--- src/rtl/bcd_scan_display.sv ---
// Multiplexed common-anode 7-segment scanner: snapshots the BCD digits once per frame,
// then alternates an all-off guard interval with a fixed dwell on each digit.
module bcd_scan_display #(
    parameter int N_DIGITS  = 4,
    parameter int SCAN_DIV  = 50000,
    parameter int GUARD_CYC = 100
) (
    input  logic                  ck,
    input  logic                  rst,
    input  logic [4*N_DIGITS-1:0] digits,
    input  logic [N_DIGITS-1:0]   dp_in,
    input  logic                  blank_lz,
    output logic [N_DIGITS-1:0]   an,
    output logic [6:0]            seg,
    output logic                  dp,
    output logic                  frame_start
);
    localparam int MAX_CYC = (SCAN_DIV > GUARD_CYC) ? SCAN_DIV : GUARD_CYC;
    localparam int CNT_W   = (MAX_CYC > 1) ? $clog2(MAX_CYC) : 1;
    localparam int IDX_W   = (N_DIGITS > 1) ? $clog2(N_DIGITS) : 1;

    localparam logic [CNT_W-1:0] SCAN_LAST  = CNT_W'(SCAN_DIV - 1);
    localparam logic [CNT_W-1:0] GUARD_LAST = CNT_W'(GUARD_CYC - 1);
    localparam logic [IDX_W-1:0] IDX_LAST   = IDX_W'(N_DIGITS - 1);

    typedef enum logic {GUARD = 1'b0, DRIVE = 1'b1} state_t;

    state_t                state_q, state_d;
    logic [CNT_W-1:0]      pcnt_q, pcnt_d;
    logic [IDX_W-1:0]      idx_q, idx_d;
    logic [4*N_DIGITS-1:0] snap_q, snap_d;
    logic [N_DIGITS-1:0]   snap_dp_q, snap_dp_d;
    logic [N_DIGITS-1:0]   an_q, an_d;
    logic [6:0]            seg_q, seg_d;
    logic                  dp_q, dp_d;
    logic                  frame_start_q;
    logic                  load_snap;
    logic [N_DIGITS-1:0]   zero_from;
    logic [3:0]            cur_digit;
    logic                  blank_now;

    function automatic logic [6:0] decode(input logic [3:0] d);
        logic [6:0] s;
        case (d)
            4'd0:    s = 7'h40;
            4'd1:    s = 7'h79;
            4'd2:    s = 7'h24;
            4'd3:    s = 7'h30;
            4'd4:    s = 7'h19;
            4'd5:    s = 7'h12;
            4'd6:    s = 7'h02;
            4'd7:    s = 7'h78;
            4'd8:    s = 7'h00;
            4'd9:    s = 7'h10;
            default: s = 7'h3F;
        endcase
        return s;
    endfunction

    always_ff @(posedge ck or posedge rst) begin
        if (rst) begin
            state_q       <= GUARD;
            pcnt_q        <= '0;
            idx_q         <= '0;
            snap_q        <= '0;
            snap_dp_q     <= '0;
            an_q          <= '1;
            seg_q         <= 7'h7F;
            dp_q          <= 1'b1;
            frame_start_q <= 1'b0;
        end else begin
            state_q       <= state_d;
            pcnt_q        <= pcnt_d;
            idx_q         <= idx_d;
            snap_q        <= snap_d;
            snap_dp_q     <= snap_dp_d;
            an_q          <= an_d;
            seg_q         <= seg_d;
            dp_q          <= dp_d;
            frame_start_q <= load_snap;
        end
    end

    always_comb begin
        state_d = state_q;
        pcnt_d  = pcnt_q + 1'b1;
        idx_d   = idx_q;
        case (state_q)
            GUARD: begin
                if (pcnt_q == GUARD_LAST) begin
                    state_d = DRIVE;
                    pcnt_d  = '0;
                end
            end
            DRIVE: begin
                if (pcnt_q == SCAN_LAST) begin
                    state_d = GUARD;
                    pcnt_d  = '0;
                    idx_d   = (idx_q == IDX_LAST) ? '0 : idx_q + 1'b1;
                end
            end
            default: begin
                state_d = GUARD;
                pcnt_d  = '0;
            end
        endcase
    end

    // The snapshot is taken in the very first guard cycle of digit 0, so every
    // digit of a frame is drawn from one coherent sample of the counters.
    assign load_snap = (state_q == GUARD) && (idx_q == '0) && (pcnt_q == '0);
    assign snap_d    = load_snap ? digits : snap_q;
    assign snap_dp_d = load_snap ? dp_in  : snap_dp_q;

    always_comb begin
        zero_from = '0;
        zero_from[N_DIGITS-1] = (snap_d[4*N_DIGITS-4 +: 4] == 4'd0);
        for (int i = N_DIGITS - 2; i >= 0; i--) begin
            zero_from[i] = (snap_d[4*i +: 4] == 4'd0) && zero_from[i+1];
        end
    end

    // Outputs are computed from the next state so they change on the same edge.
    always_comb begin
        an_d      = '1;
        seg_d     = 7'h7F;
        dp_d      = 1'b1;
        cur_digit = snap_d[{idx_d, 2'b00} +: 4];
        blank_now = blank_lz && (idx_d != '0) && zero_from[idx_d];
        if (state_d == DRIVE) begin
            an_d[idx_d] = 1'b0;
            seg_d       = blank_now ? 7'h7F : decode(cur_digit);
            dp_d        = ~snap_dp_d[idx_d];
        end
    end

    assign an          = an_q;
    assign seg         = seg_q;
    assign dp          = dp_q;
    assign frame_start = frame_start_q;

endmodule

--- config.mk ---
export PLATFORM = sky130hd
export DESIGN_NAME = bcd_scan_display
export DESIGN_NICKNAME = d
export VERILOG_FILES = /design/src/rtl/bcd_scan_display.sv
export SDC_FILE = /design/constraint.sdc
export NUM_CORES = 1
export LEC_CHECK = 0
export CORE_MARGIN = 4
export CORE_UTILIZATION = 61
export CTS_BUF_LIST = sky130_fd_sc_hd__clkbuf_4
export DETAILED_ROUTE_END_ITERATION = 12
export MAX_ROUTING_LAYER = met4
export PLACE_DENSITY_LB_ADDON = 0.25
export SLEW_MARGIN = 20
export SYNTH_ARGS = -nofsm -noshare
export SYNTH_HDL_FRONTEND = slang
export SYNTH_SLANG_ARGS = --single-unit
export TNS_END_PERCENT = 10
--- constraint.sdc ---
create_clock -name ck -period 9.6 [get_ports ck]
set_clock_uncertainty 0.2 [all_clocks]
set_input_delay 0.96 -clock ck [delete_from_list [all_inputs] [get_ports ck]]
set_output_delay 0.96 -clock ck [all_outputs]
set_load 0.03 [all_outputs]
==> reports/metrics.cfg <==
[job]
drv_cap = 0

[final_layout]
drive_above_1_share_pct = 22.56
fin_nets = 297
syn2layout_area_growth_pct = 16.01
finalNonFillerCells = 316
design_area_um2 = 3110
n_fill_cell = 284
diodes = 0

[detailed_routing]
wl_per_cell_um = 15.86
num_vias = 1800
drcViolationCount = 0
viasPerCell = 5.696
first_pass_iters = 4
drt_wl_total_mm = 5.013
antenna_left = 0
detail_route.iter0.violations = 102

[global_routing]
top_usage_layer = met2
antenna_found_initial = 0
grtUsageTotal_pct = 20.58
grtUsageMet2_pct = 31.20
grt_pass1_wl_mm = 8.314
grt_max_degree = 53
grt-ovfl-total = 0
grtUsageMet3_pct = 3.919
met1_usage_pct = 28.22
grt_pass1_vias = 1732

[timing]
hold_viol_final = 0
period_needed_ns = 4.214
drv_slew = 0
worst_pin_slew_ns = 1.100
slew_headroom_pct = 26.40
max_freq_mhz = 237.3
setup_viol = 0
finalCritPeriodShare_pct = 43.90
rsz0062_at_grt = false
finalSetupTns_ns = 0

[synthesis]
async_flop_share_pct = 100.0
synth-compound-area-share_pct = 4.853
synthesis.nets = 259
synthAdderAreaFrac_pct = 4.200
synth.area.mux_share_pct = 18.34
yosys.area_share.simple_pct = 15.45
post-synth-top-count-cell = dfrtp_1
synth-seq-cells = 52
yosysUniqueCellTypes = 46
synth-xor-area-share_pct = 4.573
synth_edf_count = 0
synth_top_family_by_area = multiplexers
synth_top_area_cell = dfrtp_1
ys_seq_area_share_pct = 49.09
synth_flop_cell = dfrtp_1
synth_top_area_share_pct = 37.33
yosys_warnings = 0
synth_area_leaders = dfrtp_1 (37%), dfstp_2 (12%), mux2_2 (8.4%), ha_1 (4.2%), mux2i_1 (3.7%)
yosys-top-cells-count = dfrtp_1 (40), nor2_1 (26), mux2_2 (20)
synth.cell_area_um2 = 2681
syn-instance-count = 227
syn_area_per_cell_um2 = 11.81

[floorplanning]
rows = 23
chipWidth_um = 74.30
core-area_um2 = 4115
dieArea_um2 = 5520
pin_count = 36
dieHeight_um = 74.30
start_util_pct = 65.16

[cts]
path_clk_slew_ns = 0.14
clock_latency_ns = 0.36
htreeDepth = 2
cts_setup_buffers = 0
cts_root_buf = clkbuf_4
clock_tree.buffer_depth = 2
postCtsHoldBufs = 0
cts_tree = done
cts_sinks = 52
cts_made_buffers = 5
cts.repair.resized = 0

[setup_path]
crit_path_frequent_cell = or4_4
critical_path_class = reg -> reg
path_max_fanout = 24
end_kind = register
startpoint_type = register
cpMaxStageDelayCell = nor3_4
cp.required_ns = 9.68
crit_chain = or4_4 > or4_4 > nor3_4 > mux2_2 > mux2i_1 > mux2i_2 > inv_1 > ha_1 > a21oi_1 > o21ai_0
cp.arrival_ns = 4.30
slowest_delay_ns = 0.91
startpoint = pcnt_q[10]
regToRegStartpoint = pcnt_q[10]

[placed_design]
port_buffers = 35
gp_routability_congestion = 0.8628
hpwlAfterDp_mm = 3.630
dpl.cell_count = 308
placed_cell_area_um2 = 3057

[power]
power.density_nw_per_um2 = 113.1
leakage_nw = 1.320
fin_total_pwr_mw = 0.3518
ir_drop_v = 0.00009267

[min_path]
min_path_type = reg -> reg
worstHoldStart = pcnt_q[0]

[outcome]
outcome = completed

## area by class of cell
cell class | instances | area, µm² | share of cell area (%)
clock buffers | 6 | 45.04 | 1.448
multi-input cells | 156 | 1271 | 40.87
repair buffers | 35 | 350.3 | 11.26
inverters | 15 | 57.56 | 1.850
clock inverters | 2 | 7.507 | 0.2414
well taps | 50 | 62.56 | 2.011
flip-flops and latches | 52 | 1316 | 42.32
## through the flow
step,worst slack [ns],util (%),hold WS [ns]
finish,5.386,75.59,0.2846
global route,5.128,75.59,0.3302
CTS,5.401,75.55,0.2848
detailed placement,5.451,74.28,0.2662
global placement,5.529,74.28,0.2599
floorplan,6.188,-,0.2466
## where the power goes
group	switching (mW)	internal (mW)
logic	0.0146	0.0162
clock network	0.0656	0.0302
registers	0.00168	0.224
total	0.0819	0.270
## sequential cells by signal, indices dropped and copies added, names as in the netlist, 2 cells and up
register / flops
idx_q: 2
seg: 7
snap_dp_q: 4
snap_q: 16
pcnt_q: 16
an: 4
## cells by family after synthesis
kind of cell | Yosys count
flops | 52
compound gates | 17
fa+ha+maj | 9
mux | 40
xor+xnor | 14
buf+inv | 19
simple gates | 76
## worst paths after layout
check	endpoint	slack [ns]	depth (start not counted)
min in group asynchronous	frame_start	0.86	2
max in group asynchronous	state_q	7.82	2
worst max-delay path	seg[1]	5.39	10
worst min-delay path	pcnt_q[0]	0.28	1
worst max register to register	seg[1]	5.39	10
worst min register to register	pcnt_q[0]	0.28	1
## worst max-delay path: cells and delay by family, from the launching register on
family          cells  cell delay [ns]
buf+inv             1             0.15
simple gates        3             1.93
compound gates      2             0.29
mux                 3             0.80
flops               1             0.44
fa+ha+maj           1             0.33
## layout by cell type (no fill, tap or decap), drive strengths merged
cell,n
nand2b,1
nor4,5
a32oi,1
o21a,1
or4bb,1
xnor2,7
or3,2
o21ai,6
nand3,13
nor3,6
mux2,25
a41oi,1
a21o,1
clkinv,3
nor2,26
nand4b,1
ha,9
and4,1
and3,3
a41o,1
clkbuf,6
nor2b,1
clkdlybuf4s50,35
a21boi,2
nor3b,1
nand2,9
o41ai,1
dfrtp,40
inv,14
dfstp,12
nand4,3
mux2i,15
or4,3
a21oi,3
xor2,7
## routing by layer
layer	vias to the layer above	part of all wire [%]
li1	869	-
met2	40	48
met3	6	4.1
met5	-	0
met4	0	1.4
met1	885	47
No activity file was read; power rests on OpenSTA's default activity.
